<file path="src/rtl/mic_stream_pkg.sv">
// -----------------------------------------------------------------------------
// mic_stream_pkg
//   Shared definitions for the microphone frame serializer:
//     - default sample word length, channel count and DC-blocker shift
//     - FSM state type used by mic_frame_serializer
// -----------------------------------------------------------------------------
package mic_stream_pkg;

    localparam int MIC_WL_DEFAULT       = 24;
    localparam int MIC_NUM_DEFAULT      = 8;
    localparam int MIC_DC_SHIFT_DEFAULT = 10;

    // IDLE: waiting for a new frame; SEND: streaming shadow words out.
    typedef enum logic {
        IDLE = 1'b0,
        SEND = 1'b1
    } mic_state_e;

endpackage

</file>
<file path="src/rtl/mic_dc_blocker.sv">
// -----------------------------------------------------------------------------
// mic_dc_blocker
//   Per-channel leaky DC estimator and subtractor for the serializer output.
//   Output  : y = sat_WL(x - (acc[chan] >>> DC_SHIFT))
//   Update  : on update_i, acc[chan] += x - (acc[chan] >>> DC_SHIFT)
//   The accumulator is only touched on the handshake of its own channel, so the
//   output stays constant while the downstream stalls.
//
// Ports
//   aud_bclk  in   clock, rising edge
//   rst       in   asynchronous active-high reset (clears all accumulators)
//   x_i       in   WL   raw two's-complement sample of the current channel
//   chan_i    in   CW   channel index of x_i
//   update_i  in   1    handshake of the current word; commits the acc update
//   y_o       out  WL   DC-corrected, saturated sample
// -----------------------------------------------------------------------------
module mic_dc_blocker
    import mic_stream_pkg::*;
#(
    parameter int WL       = MIC_WL_DEFAULT,
    parameter int NUM      = MIC_NUM_DEFAULT,
    parameter int DC_SHIFT = MIC_DC_SHIFT_DEFAULT
) (
    input  logic                       aud_bclk,
    input  logic                       rst,
    input  logic signed [WL-1:0]       x_i,
    input  logic [$clog2(NUM)-1:0]     chan_i,
    input  logic                       update_i,
    output logic signed [WL-1:0]       y_o
);

    localparam int CW = $clog2(NUM);
    // One guard bit above the steady-state magnitude |x| * 2^DC_SHIFT.
    localparam int AW = WL + DC_SHIFT + 1;

    localparam logic signed [AW-1:0] SAT_MAX = (AW'(1) << (WL - 1)) - AW'(1);
    localparam logic signed [AW-1:0] SAT_MIN = ~SAT_MAX;

    logic signed [AW-1:0] acc_q [NUM];
    logic signed [AW-1:0] acc_sel;
    logic signed [AW-1:0] acc_shr;
    logic signed [AW-1:0] x_ext;
    logic signed [AW-1:0] diff;
    logic [NUM-1:0]       hit;

    assign acc_sel = acc_q[chan_i];
    assign acc_shr = acc_sel >>> DC_SHIFT;
    assign x_ext   = AW'(x_i);
    // The same unsaturated difference drives both the output and the update.
    assign diff    = x_ext - acc_shr;

    genvar gi;
    generate
        for (gi = 0; gi < NUM; gi++) begin : g_hit
            assign hit[gi] = update_i && (chan_i == CW'(gi));
        end
    endgenerate

    always_ff @(posedge aud_bclk or posedge rst) begin
        if (rst) begin
            for (int i = 0; i < NUM; i++) begin
                acc_q[i] <= '0;
            end
        end else begin
            for (int i = 0; i < NUM; i++) begin
                if (hit[i]) begin
                    acc_q[i] <= acc_q[i] + diff;
                end
            end
        end
    end

    always_comb begin
        y_o = diff[WL-1:0];
        if (diff > SAT_MAX) begin
            y_o = SAT_MAX[WL-1:0];
        end else if (diff < SAT_MIN) begin
            y_o = SAT_MIN[WL-1:0];
        end
    end

endmodule

</file>
<file path="src/rtl/mic_frame_serializer.sv">
// -----------------------------------------------------------------------------
// mic_frame_serializer
//   Captures a parallel frame of NUM microphone samples on the rising edge of
//   rx_done and streams it out one channel per valid/ready handshake.
//   A frame arriving while the previous one is still being sent is dropped
//   (overrun pulse), unless it lands exactly on the final handshake, in which
//   case it is captured seamlessly.
//
//   Optional feature: define MIC_DC_BLOCK_EN to insert a per-channel DC
//   blocker (mic_dc_blocker) on m_data. Handshake timing is identical either
//   way; without the macro m_data is the raw shadow sample.
//
// Ports
//   aud_bclk   in   clock, rising edge
//   rst        in   asynchronous active-high reset
//   adc_data   in   WL*NUM  parallel samples, channel i at [i*WL +: WL]
//   rx_done    in   1       high while adc_data is stable and complete
//   m_valid    out  1       stream word valid
//   m_ready    in   1       downstream accepts the word
//   m_data     out  WL      sample word
//   m_chan     out  clog2(NUM) channel of m_data
//   m_last     out  1       high with channel NUM-1
//   overrun    out  1       one-cycle pulse when a frame is dropped
//   frame_cnt  out  16      completed frames, wrapping
// -----------------------------------------------------------------------------
module mic_frame_serializer
    import mic_stream_pkg::*;
#(
    parameter int WL       = MIC_WL_DEFAULT,
    parameter int NUM      = MIC_NUM_DEFAULT,
    parameter int DC_SHIFT = MIC_DC_SHIFT_DEFAULT
) (
    input  logic                    aud_bclk,
    input  logic                    rst,
    input  logic [WL*NUM-1:0]       adc_data,
    input  logic                    rx_done,
    output logic                    m_valid,
    input  logic                    m_ready,
    output logic [WL-1:0]           m_data,
    output logic [$clog2(NUM)-1:0]  m_chan,
    output logic                    m_last,
    output logic                    overrun,
    output logic [15:0]             frame_cnt
);

    localparam int              CW        = $clog2(NUM);
    localparam logic [CW-1:0]   LAST_CHAN = CW'(NUM - 1);
    localparam logic            ONE_CHAN  = (NUM == 1);

    mic_state_e          state_q;
    logic                rx_done_q;
    logic [WL*NUM-1:0]   shadow_q;
    logic [CW-1:0]       chan_q;
    logic                m_valid_q;
    logic                m_last_q;
    logic                overrun_q;
    logic [15:0]         frame_cnt_q;

    logic                frame_start;
    logic                handshake;
    logic                final_hs;
    logic [CW-1:0]       chan_inc;
    logic [WL-1:0]       shadow_words [NUM];
    logic [WL-1:0]       x_sel;

    assign frame_start = rx_done && !rx_done_q;
    assign handshake   = m_valid_q && m_ready;
    assign final_hs    = handshake && (chan_q == LAST_CHAN);
    assign chan_inc    = chan_q + CW'(1);

    // -------------------------------------------------------------------------
    // Control FSM; all stream outputs except m_data are registered here.
    // -------------------------------------------------------------------------
    always_ff @(posedge aud_bclk or posedge rst) begin
        if (rst) begin
            state_q     <= IDLE;
            rx_done_q   <= 1'b0;
            shadow_q    <= '0;
            chan_q      <= '0;
            m_valid_q   <= 1'b0;
            m_last_q    <= 1'b0;
            overrun_q   <= 1'b0;
            frame_cnt_q <= '0;
        end else begin
            rx_done_q <= rx_done;
            overrun_q <= 1'b0;
            case (state_q)
                IDLE: begin
                    if (frame_start) begin
                        shadow_q  <= adc_data;
                        chan_q    <= '0;
                        m_valid_q <= 1'b1;
                        m_last_q  <= ONE_CHAN;
                        state_q   <= SEND;
                    end
                end
                SEND: begin
                    if (final_hs) begin
                        frame_cnt_q <= frame_cnt_q + 16'd1;
                        chan_q      <= '0;
                        if (frame_start) begin
                            // Back-to-back frame: no gap in m_valid.
                            shadow_q <= adc_data;
                            m_last_q <= ONE_CHAN;
                        end else begin
                            m_valid_q <= 1'b0;
                            m_last_q  <= 1'b0;
                            state_q   <= IDLE;
                        end
                    end else begin
                        if (handshake) begin
                            chan_q   <= chan_inc;
                            m_last_q <= (chan_inc == LAST_CHAN);
                        end
                        // Still busy with the current frame: drop the new one.
                        if (frame_start) begin
                            overrun_q <= 1'b1;
                        end
                    end
                end
                default: begin
                    state_q   <= IDLE;
                    m_valid_q <= 1'b0;
                    m_last_q  <= 1'b0;
                    chan_q    <= '0;
                end
            endcase
        end
    end

    // -------------------------------------------------------------------------
    // Sample select: slice the shadow frame into words, pick the current one.
    // -------------------------------------------------------------------------
    genvar gi;
    generate
        for (gi = 0; gi < NUM; gi++) begin : g_words
            assign shadow_words[gi] = shadow_q[gi*WL +: WL];
        end
    endgenerate

    assign x_sel = shadow_words[chan_q];

`ifdef MIC_DC_BLOCK_EN
    mic_dc_blocker #(
        .WL       (WL),
        .NUM      (NUM),
        .DC_SHIFT (DC_SHIFT)
    ) u_dc_blocker (
        .aud_bclk (aud_bclk),
        .rst      (rst),
        .x_i      (x_sel),
        .chan_i   (chan_q),
        .update_i (handshake),
        .y_o      (m_data)
    );
`else
    assign m_data = x_sel;
`endif

    assign m_valid   = m_valid_q;
    assign m_chan    = chan_q;
    assign m_last    = m_last_q;
    assign overrun   = overrun_q;
    assign frame_cnt = frame_cnt_q;

endmodule

</file>
<file path="config.mk">
export PLATFORM = sky130hd
export DESIGN_NAME = mic_frame_serializer
export DESIGN_NICKNAME = d
export VERILOG_FILES = /design/src/rtl/mic_stream_pkg.sv /design/src/rtl/mic_dc_blocker.sv /design/src/rtl/mic_frame_serializer.sv
export SDC_FILE = /design/constraint.sdc
export NUM_CORES = 1
export LEC_CHECK = 0
export BUFFER_PORTS_ARGS = -buffer_cell sky130_fd_sc_hd__buf_2
export CAP_MARGIN = 25
export CORE_MARGIN = 3
export CORE_UTILIZATION = 48
export DETAILED_ROUTE_END_ITERATION = 12
export PLACE_DENSITY = 0.73
export SYNTH_ARGS = -nofsm -noshare
export SYNTH_HDL_FRONTEND = slang
export SYNTH_SLANG_ARGS = --single-unit
</file>
<file path="constraint.sdc">
create_clock -name aud_bclk -period 7.45 [get_ports aud_bclk]
set_input_delay 1.8625 -clock aud_bclk [delete_from_list [all_inputs] [get_ports aud_bclk]]
set_output_delay 1.8625 -clock aud_bclk [all_outputs]
set_load 0.005 [all_outputs]
</file>
==> results of run 1 <==
[synth_stat cells, drive strengths merged]
master	instances	area share
a22o	1	0.00090
a21oi	1	0.00051
inv	5	0.0019
nor3	2	0.0022
o21ai	3	0.0015
xor2	7	0.0063
nor2	6	0.0040
nand4	6	0.0038
dfrtp	216	0.55
nand2	80	0.031
nand3	8	0.0046
nand2b	1	0.00064
xnor2	8	0.0072
and2	1	0.00090
and3	3	0.0020
clkbuf	3	0.0012
ha	5	0.0064
or2	1	0.00064
buf	34	0.036
nor4	1	0.00064
mux2	194	0.22
mux4	48	0.11
and4	1	0.00090
[cell type report]
type,count,area [um^2],area share
Clock buffer,38,754,0.0634
Sequential cell,216,5410,0.455
Timing Repair Buffer,247,1320,0.111
Inverter,5,22.5,0.00189
Clock inverter,6,63.8,0.00536
Multi-Input combinational cell,377,3990,0.335
Tap cell,265,332,0.0279
Antenna cell,4,10.0,0.000841
[metal layers]
metal  GRT usage  up-vias
li1            -     2769
met5           0        -
met3      0.0387       40
met1       0.299     3015
met2       0.308      162
met4      0.0637        0
[worst min-delay path by stage]
stage	from	endpoint	slack [ns]	cells after the start
after CTS	frame_cnt[15]	frame_cnt[15]	0.48	1
after global routing	shadow_q[161]	shadow_q[161]	0.49	1
final	shadow_q[59]	shadow_q[59]	0.48	1
after floorplan	shadow_q[144]	shadow_q[144]	0.45	1
after detailed placement	frame_cnt[15]	frame_cnt[15]	0.47	1
after global placement	shadow_q[16]	shadow_q[16]	0.46	1
[worst max-delay path: stages (launching register included)]
cell and delay (ns):
dfrtp_2 0.66, buf_4 0.56, mux4_2 0.43, nand2_1 0.09, nand2_1 0.06, buf_2 0.14
[logic make-up after synthesis]
family | synth area share
AO/OA/AOI/OAI | 0.00294
XOR/XNOR | 0.0134
adder cells (fa/ha/maj) | 0.00640
buffers and inverters | 0.0387
flip-flops | 0.553
multiplexers | 0.334
AND/OR/NAND/NOR | 0.0511
[per-stage QoR]
stage                      util  setup slack, ns  power (uW)  hold slack, ns  std cells
final                     0.603             3.14        4830           0.478       1158
after floorplan               -             2.78        3070           0.452        635
after global routing      0.603             2.94        5130           0.492       1157
after global placement    0.559             3.49        3590           0.462       1108
after detailed placement  0.560             3.46        3630           0.471       1109
after CTS                 0.601             2.91        4860           0.484       1153
[layout by cell type, fill, tap and decap left out, types with 2 or more instances in the layout]
master	n
buf_2	241
dfrtp_1	214
mux2_1	180
nand2_1	80
mux4_2	48
clkbuf_16	25
mux2_2	14
xnor2_1	8
clkbuf_8	8
nand3_1	7
xor2_1	7
nand4_1	6
nor2_1	5
ha_1	5
clkbuf_1	5
diode_2	4
inv_1	4
o21ai_0	3
clkinv_2	3
clkinvlp_4	2
and3_1	2
buf_16	2
buf_12	2
buf_4	2
[sequential cells by signal, indices dropped and copies added, names as in the netlist]
| signal | flops |
|---|---|
| m_chan | 3 |
| m_valid | 1 |
| shadow_q | 192 |
| state_q | 1 |
| m_last | 1 |
| rx_done_q | 1 |
| frame_cnt | 16 |
| overrun | 1 |
[where the power goes]
part	internal (uW)	switching [uW]	leakage (uW)	total, uW
Combinational	913	668	0.00268	1580
Sequential	1700	343	0.00267	2040
Clock	731	476	0.000404	1210
Total	3340	1490	0.00575	4830
==> flow_metrics.py, run 1 <==
metrics = {
    "timing": {
        "rsz0062_at_grt": "false",
        "finalCritPeriodShare": 0.578,
        "setup_viol": 0,
        "slew-limit-headroom": 0.182,
        "setup_tns_ns": 0,
        "finalHoldViolations": 0,
        "worst_slew_pin_slew_ns": 1.23,
        "slew_violations": 0,
        "max_freq_ghz": 0.232,
        "min_period_ns": 4.31,
        "final.setup_skew_ns": 0.00719,
    },
    "yosys": {
        "synth.distinct_cells": 32,
        "ys_ff_latch": 216,
        "synth-seq-area-share": 0.553,
        "synthesis.area_mm2": 0.00977,
        "synth_cells": 635,
        "syn_avg_cell_area_um2": 15.4,
        "ys_warn_count": 0,
        "syn_nets": 836,
    },
    "clocking": {
        "path_clk_slew_ns": 0.06,
        "clkSinkCount": 216,
        "postCtsSetupBuffers": 0,
        "cts_hold_buf": 0,
        "h-tree-depth": 1,
        "cts_root_buf": "clkbuf_16",
        "worstSkewPairLatency_ns": 0.50,
        "clock_path_buffers": 3,
        "cts_tree": "built",
        "cts-buffers-inserted": 25,
        "cts_resized": 0,
    },
    "power_and_ir_drop": {
        "power.density_mw_per_mm2": 406,
        "p_leak_uw": 0.00575,
        "ir_worst_vdd_v": 0.000240,
    },
    "worst_setup_path": {
        "cp_max_fo": 35,
        "cp-end-kind": "output pin",
        "criticalPathCategory": "reg2out",
        "rr_worst_depth": 6,
        "crit_end": "m_data[13]",
        "timing.rr.start": "m_chan[2]",
        "regToRegSetupSlack_ns": 4.31,
        "crit_arrival_ns": 2.45,
        "r2r-end": "shadow_q[119]",
        "start_kind": "flop",
        "required_ns": 5.59,
        "crit_path_start": "m_chan[1]",
    },
    "layout": {
        "post-route-cell-area_mm2": 0.0119,
        "areaGrowthSynthToFinish_pct": 21.8,
        "fin_nets": 1073,
        "n_fill_cell": 1619,
        "drive_gt1_frac": 0.402,
    },
    "grt": {
        "grt_max_degree": 193,
        "gr-total-overflow": 0,
        "grt_pass1_vias": 6251,
        "grt_pass1_wl_um": 35100,
        "grt.total_usage": 0.203,
        "antenna_found_initial": 3,
    },
    "floorplanning": {
        "num_rows": 51,
        "die_h_um": 149,
        "die_w_um": 149,
        "coreArea_mm2": 0.0197,
        "start_util": 0.496,
        "dieArea_mm2": 0.0221,
        "ios": 242,
    },
    "drt": {
        "drt-total-wl_um": 22500,
        "ant_nets": 0,
        "dr_wl_met2_um": 10300,
        "viasPerCell": 5.17,
        "wl_met3_um": 1190,
        "drc": 0,
        "drt_pass1_iterations": 4,
        "wl_met1_um": 10300,
        "routed.top_layer": "met4",
        "drtIter0Drc": 295,
        "vias": 5986,
        "wl_per_cell_um": 19.4,
    },
    "run": {
        "maxCapViolations": 0,
    },
    "placed_design": {
        "gp_congestion": 0.814,
        "portBuffers": 241,
        "dpl.hpwl_um": 15700,
        "placed_area_mm2": 0.0110,
    },
    "worst_hold_path": {
        "hold_class": "reg2reg",
    },
    "run_status": {
        "status": "complete, no violations",
    },
}
Note: power is estimated with default switching activity, not from simulation.
==> inputs of run 2 (changes only) <==
--- a/config.mk
+++ b/config.mk
@@ -8,9 +8,9 @@
 export BUFFER_PORTS_ARGS = -buffer_cell sky130_fd_sc_hd__buf_2
 export CAP_MARGIN = 25
 export CORE_MARGIN = 3
-export CORE_UTILIZATION = 48
+export CORE_UTILIZATION = 54
 export DETAILED_ROUTE_END_ITERATION = 12
-export PLACE_DENSITY = 0.73
+export PLACE_DENSITY = 0.78
 export SYNTH_ARGS = -nofsm -noshare
 export SYNTH_HDL_FRONTEND = slang
 export SYNTH_SLANG_ARGS = --single-unit
==> constraint.sdc (replaced) <==
create_clock -name aud_bclk -period 4.2 [get_ports aud_bclk]
set_input_delay 1.05 -clock aud_bclk [delete_from_list [all_inputs] [get_ports aud_bclk]]
set_output_delay 1.05 -clock aud_bclk [all_outputs]
set_load 0.005 [all_outputs]
==> run 2 against run 1 <==
Register-to-register slack got worse by 2.9 ns. Combinational power increased by 81%. Via count increased by 1.5%. Final cell count decreased by 3.7%. Sequential share of layout area about the same. Hold slack got worse by 0.0034 ns. Count of clock-buffer cells in the layout decreased by 7. Sequential power increased by 75%. Global-route usage increased by 2.0 points. Clock power increased by 80%. Critical path type unchanged.
==> flow_metrics.py, run 2 (same netlist as run 1, synthesis figures left out) <==
metrics = {
    "placed_design": {
        "portBuffers": 241,
        "dpl.hpwl_um": 15600,
        "placed_area_mm2": 0.0111,
        "gp_congestion": 0.792,
        "placed_cells": 1074,
    },
    "grt": {
        "grt_pass1_wl_um": 34900,
        "grt_max_degree": 85,
        "grt_pass1_vias": 6420,
        "grt.total_usage": 0.223,
        "gr-total-overflow": 0,
        "antenna_found_initial": 4,
    },
    "floorplanning": {
        "coreArea_mm2": 0.0175,
        "die_h_um": 141,
        "die_w_um": 141,
        "num_rows": 48,
        "start_util": 0.559,
        "ios": 242,
        "dieArea_mm2": 0.0197,
    },
    "layout": {
        "n_fill_cell": 1275,
        "final_cells": 1115,
        "largest_register_ffs": 192,
        "drive_gt1_frac": 0.403,
        "fin_nets": 1075,
        "regMostFlops": "shadow_q",
        "final_common_cell": "buf_2",
        "final_cell_mix": "241 x buf_2, 214 x dfrtp_1, 180 x mux2_1",
        "areaGrowthSynthToFinish_pct": 21.7,
        "post-route-cell-area_mm2": 0.0119,
    },
    "drt": {
        "ant_nets": 0,
        "drtIter0Drc": 321,
        "drc": 0,
        "drt_pass1_iterations": 6,
        "vias": 6077,
        "viasPerCell": 5.45,
        "drt-total-wl_um": 22000,
        "wl_per_cell_um": 19.8,
    },
    "timing": {
        "rsz0062_at_grt": "false",
        "finalHoldViolations": 0,
        "finalCritPeriodShare": 0.817,
        "max_freq_ghz": 0.291,
        "setup_viol": 0,
        "worst_slew_pin_slew_ns": 0.920,
        "min_period_ns": 3.43,
        "final.setup_skew_ns": 0.00971,
        "setup_tns_ns": 0,
        "slew_violations": 0,
        "fin_hold_ws_ns": 0.475,
        "slew-limit-headroom": 0.385,
    },
    "clocking": {
        "h-tree-depth": 1,
        "cts-buffers-inserted": 23,
        "cts_root_buf": "clkbuf_16",
        "postCtsSetupBuffers": 0,
        "clkSinkCount": 216,
        "cts_tree": "built",
        "clock_path_buffers": 3,
        "cts_resized": 0,
        "cts_hold_buf": 0,
        "path_clk_slew_ns": 0.06,
        "worstSkewPairLatency_ns": 0.50,
    },
    "power_and_ir_drop": {
        "ir_worst_vdd_v": 0.000479,
        "power.density_mw_per_mm2": 724,
        "p_leak_uw": 0.00578,
        "power.total_uw": 8610,
    },
    "run": {
        "maxCapViolations": 0,
    },
    "worst_setup_path": {
        "crit_path_cell_trace": "buf_12, mux4_2, nand2_1, nand2_1, buf_2",
        "crit_path_max_incr_delay_ns": 0.61,
        "cp_top_family": "multiplexers",
        "timing.rr.start": "m_chan[0]",
        "crit_path_top_delay_cell": "mux4_2",
        "regToRegSetupSlack_ns": 1.38,
        "crit_top_cell": "nand2_1",
        "required_ns": 3.15,
        "cp-end-kind": "output pin",
        "r2r-end": "shadow_q[173]",
        "crit_arrival_ns": 2.38,
        "rr_worst_depth": 8,
        "worst-path-buf-inv": 2,
        "criticalPathCategory": "reg2out",
        "cp_max_fo": 40,
        "start_kind": "flop",
    },
    "worst_hold_path": {
        "min_delay_path_depth": 1,
        "hold_class": "reg2reg",
        "hold_start": "frame_cnt[15]",
        "hold_end": "frame_cnt[15]",
    },
    "run_status": {
        "status": "complete, no violations",
    },
}
[run 2: changes by cell type in the layout (fill, tap and decap cells not counted), moves of 2 or more]
cell       change
diode_2        -3
buf_12         +5
clkbuf_16      -2
bufinv_16      +4
buf_16         -2
clkbuf_8       -4
[run 2: worst reg2reg max path: cells and delay by family, from the launching register on]
kind / cells / cell delay [ns]
buf+inv: 2 / 0.71
simple gates: 3 / 0.49
flops: 1 / 0.58
fa+ha+maj: 2 / 0.46
mux: 1 / 0.46
[run 2: where the power goes]
group	switching [uW]	internal [uW]	total (uW)
sequential	550	3020	3570
clock	804	1380	2180
combinational	1240	1630	2860
total	2590	6020	8610
[run 2: layout make-up]
cell class	instances	area, um^2	share of cell area
well taps	225	282	0.0237
flip-flops and latches	216	5410	0.455
repair buffers	251	1370	0.115
inverters	5	22.5	0.00189
diodes	1	2.50	0.000210
clock buffers	31	646	0.0543
multi-input cells	377	3990	0.335
clock inverters	9	170	0.0143
[run 2: worst max path at each step]
| stage | startpoint | to | slack (ns) | cells past startpoint |
|---|---|---|---|---|
| floorplan | rst | frame_cnt[0] | 0.34 | 1 |
| global placement | m_chan[0] | m_data[15] | 1.29 | 5 |
| detailed placement | m_chan[0] | m_data[15] | 1.26 | 5 |
| CTS | m_chan[0] | m_data[15] | 0.72 | 5 |
| global route | m_chan[0] | m_data[15] | 0.67 | 5 |
| finish | m_chan[0] | m_data[15] | 0.77 | 5 |
[run 2: stage by stage]
step / setup WS [ns] / util
2_1_floorplan: 0.338 / -
3_5_place_dp: 1.26 / 0.633
3_3_place_gp: 1.29 / 0.633
6_report: 0.768 / 0.680
5_1_grt: 0.665 / 0.680
4_1_cts: 0.723 / 0.680
[run 2: per-layer routing]
| metal | track usage | wire length [um] | vias up |
|---|---|---|---|
| met1 | 0.331 | 9910 | 3066 |
| met5 | 0 | 34 | - |
| met3 | 0.0522 | 1520 | 40 |
| met4 | 0.0581 | 537 | 6 |
| met2 | 0.337 | 10000 | 187 |
| li1 | - | - | 2778 |
==> inputs of run 3 (changes only) <==
==> constraint.sdc (replaced) <==
create_clock -name aud_bclk -period 3.43 [get_ports aud_bclk]
set_input_delay 0.8575 -clock aud_bclk [delete_from_list [all_inputs] [get_ports aud_bclk]]
set_output_delay 0.8575 -clock aud_bclk [all_outputs]
set_load 0.005 [all_outputs]
==> run 3 against run 2 <==
Clock skew down 0.00084 ns. Final area grew 0.96%. Critical path depth unchanged. Clock power increased by 17%. Sequential power up 22%. Register-to-register slack got worse by 0.56 ns. Via count down 0.46%. First-iteration DRC count is 2.5% lower. Final cell count increased by 1.3%. Count of clock-buffer cells in the layout increased by 4. Sequential share of layout area down 0.43 points. Critical endpoint is now m_data[16]. Largest power group unchanged.
==> flow_metrics.py, run 3 (same netlist as run 1, synthesis figures left out) <==
metrics = {
    "worst_setup_path": {
        "crit_path_start": "m_chan[0]",
        "crit_cells": 5,
        "crit_arrival_ns": 2.29,
        "crit_top_cell": "nand2_1",
        "crit_end": "m_data[16]",
        "crit_path_cell_trace": "buf_4, mux4_2, nand2_1, nand2_1, buf_2",
        "required_ns": 2.57,
        "regToRegSetupSlack_ns": 0.82,
        "cp_max_fo": 16,
        "r2r-end": "shadow_q[115]",
        "crit_path_max_incr_delay_ns": 0.56,
        "crit_path_top_delay_cell": "dfrtp_4",
        "criticalPathCategory": "reg2out",
        "worst-path-buf-inv": 2,
        "cp_top_family": "flip-flops",
        "cp-end-kind": "output pin",
        "rr_worst_depth": 7,
        "start_kind": "flop",
        "timing.rr.start": "m_chan[1]",
    },
    "timing": {
        "worst_slew_pin_slew_ns": 0.927,
        "max_freq_ghz": 0.317,
        "fin_hold_ws_ns": 0.302,
        "rsz0062_at_grt": "false",
        "min_period_ns": 3.15,
        "final.setup_skew_ns": 0.00887,
        "setup_viol": 0,
        "slew-limit-headroom": 0.382,
        "finalHoldViolations": 0,
        "slew_violations": 0,
        "finalCritPeriodShare": 0.919,
    },
    "layout": {
        "drive_gt1_frac": 0.411,
        "seq_area_mm2": 0.00541,
        "largest_register_ffs": 192,
        "final_common_cell": "buf_2",
        "post-route-cell-area_mm2": 0.0120,
        "final_cells": 1129,
        "areaGrowthSynthToFinish_pct": 22.8,
        "fin_nets": 1085,
        "final_cell_mix": "241 x buf_2, 214 x dfrtp_1, 180 x mux2_1",
        "regMostFlops": "shadow_q",
        "n_fill_cell": 1260,
        "multi_input_area_mm2": 0.00399,
    },
    "placed_design": {
        "placed_cells": 1083,
        "placed_area_mm2": 0.0112,
        "dpl.hpwl_um": 16200,
        "gp_congestion": 0.793,
        "portBuffers": 241,
    },
    "drt": {
        "drt_pass1_iterations": 4,
        "dr_wl_met2_um": 10400,
        "wl_met3_um": 1460,
        "drc": 0,
        "drtIter0Drc": 313,
        "vias": 6049,
        "drt-total-wl_um": 22200,
        "wl_met1_um": 9850,
        "wl_per_cell_um": 19.7,
        "viasPerCell": 5.36,
        "ant_nets": 0,
        "routed.top_layer": "met5",
    },
    "power_and_ir_drop": {
        "power.density_mw_per_mm2": 867,
        "p_leak_uw": 0.00584,
        "ir_worst_vdd_v": 0.000546,
    },
    "floorplanning": {
        "num_rows": 48,
        "start_util": 0.559,
        "die_h_um": 141,
        "die_w_um": 141,
        "dieArea_mm2": 0.0197,
        "ios": 242,
        "coreArea_mm2": 0.0175,
    },
    "clocking": {
        "cts_resized": 0,
        "cts-buffers-inserted": 24,
        "clkSinkCount": 216,
        "cts_tree": "built",
        "postCtsSetupBuffers": 0,
        "path_clk_slew_ns": 0.06,
        "clock_path_buffers": 3,
        "cts_root_buf": "clkbuf_16",
        "worstSkewPairLatency_ns": 0.50,
        "cts_hold_buf": 0,
        "h-tree-depth": 1,
    },
    "grt": {
        "grt_pass1_vias": 6515,
        "grt.total_usage": 0.226,
        "gr-total-overflow": 0,
        "grt_pass1_wl_um": 35400,
        "grt_max_degree": 87,
        "antenna_found_initial": 2,
    },
    "run_status": {
        "status": "complete, no violations",
    },
    "worst_hold_path": {
        "hold_class": "in2async",
    },
    "run": {
        "maxCapViolations": 0,
    },
}
==> run 3: per-layer routing <==
metal  track usage  vias to the layer above
met2         0.355                      183
met4        0.0500                        2
li1              -                     2785
met5             0                        -
met1         0.326                     3046
met3        0.0526                       33
==> run 3: worst min path at each step <==
stage                   from            end  cells after the start
3_5_place_dp   frame_cnt[15]  frame_cnt[15]                      1
3_3_place_gp   frame_cnt[15]  frame_cnt[15]                      1
6_report                 rst   shadow_q[65]                      2
2_1_floorplan  shadow_q[144]  shadow_q[144]                      1
5_1_grt                  rst   shadow_q[65]                      2
4_1_cts                  rst   shadow_q[65]                      2
==> run 3: power breakdown <==
group	switching (uW)	leakage, uW	internal [uW]	total (uW)
Sequential	672	0.00267	3690	4360
Combinational	1480	0.00277	2020	3500
Clock	1010	0.000402	1540	2540
==> run 3: layout make-up <==
type / count / area share
clock inverter: 9 / 0.00615
tap: 225 / 0.0235
sequential: 216 / 0.451
multi-input combinational: 377 / 0.332
timing repair buffer: 260 / 0.125
antenna: 2 / 0.000417
inverter: 5 / 0.00188
clock buffer: 35 / 0.0603
==> run 3: worst register-to-register path: cells and delay by family, from the launching register on <==
family | cells | cell delay [ns]
AND/OR/NAND/NOR | 3 | 0.78
adder cells (fa/ha/maj) | 2 | 0.43
buffers and inverters | 1 | 0.28
multiplexers | 1 | 0.35
flip-flops | 1 | 0.66
==> run 3: metrics by stage <==
step,setup TNS [ns],setup slack (ns),power [uW],utilization
after floorplan,-51.76,-0.240,6660,-
after global placement,0,0.759,7780,0.641
after detailed placement,0,0.747,7930,0.641
after CTS,0,0.218,10500,0.686
after global routing,0,0.138,11100,0.687
final,0,0.278,10400,0.687
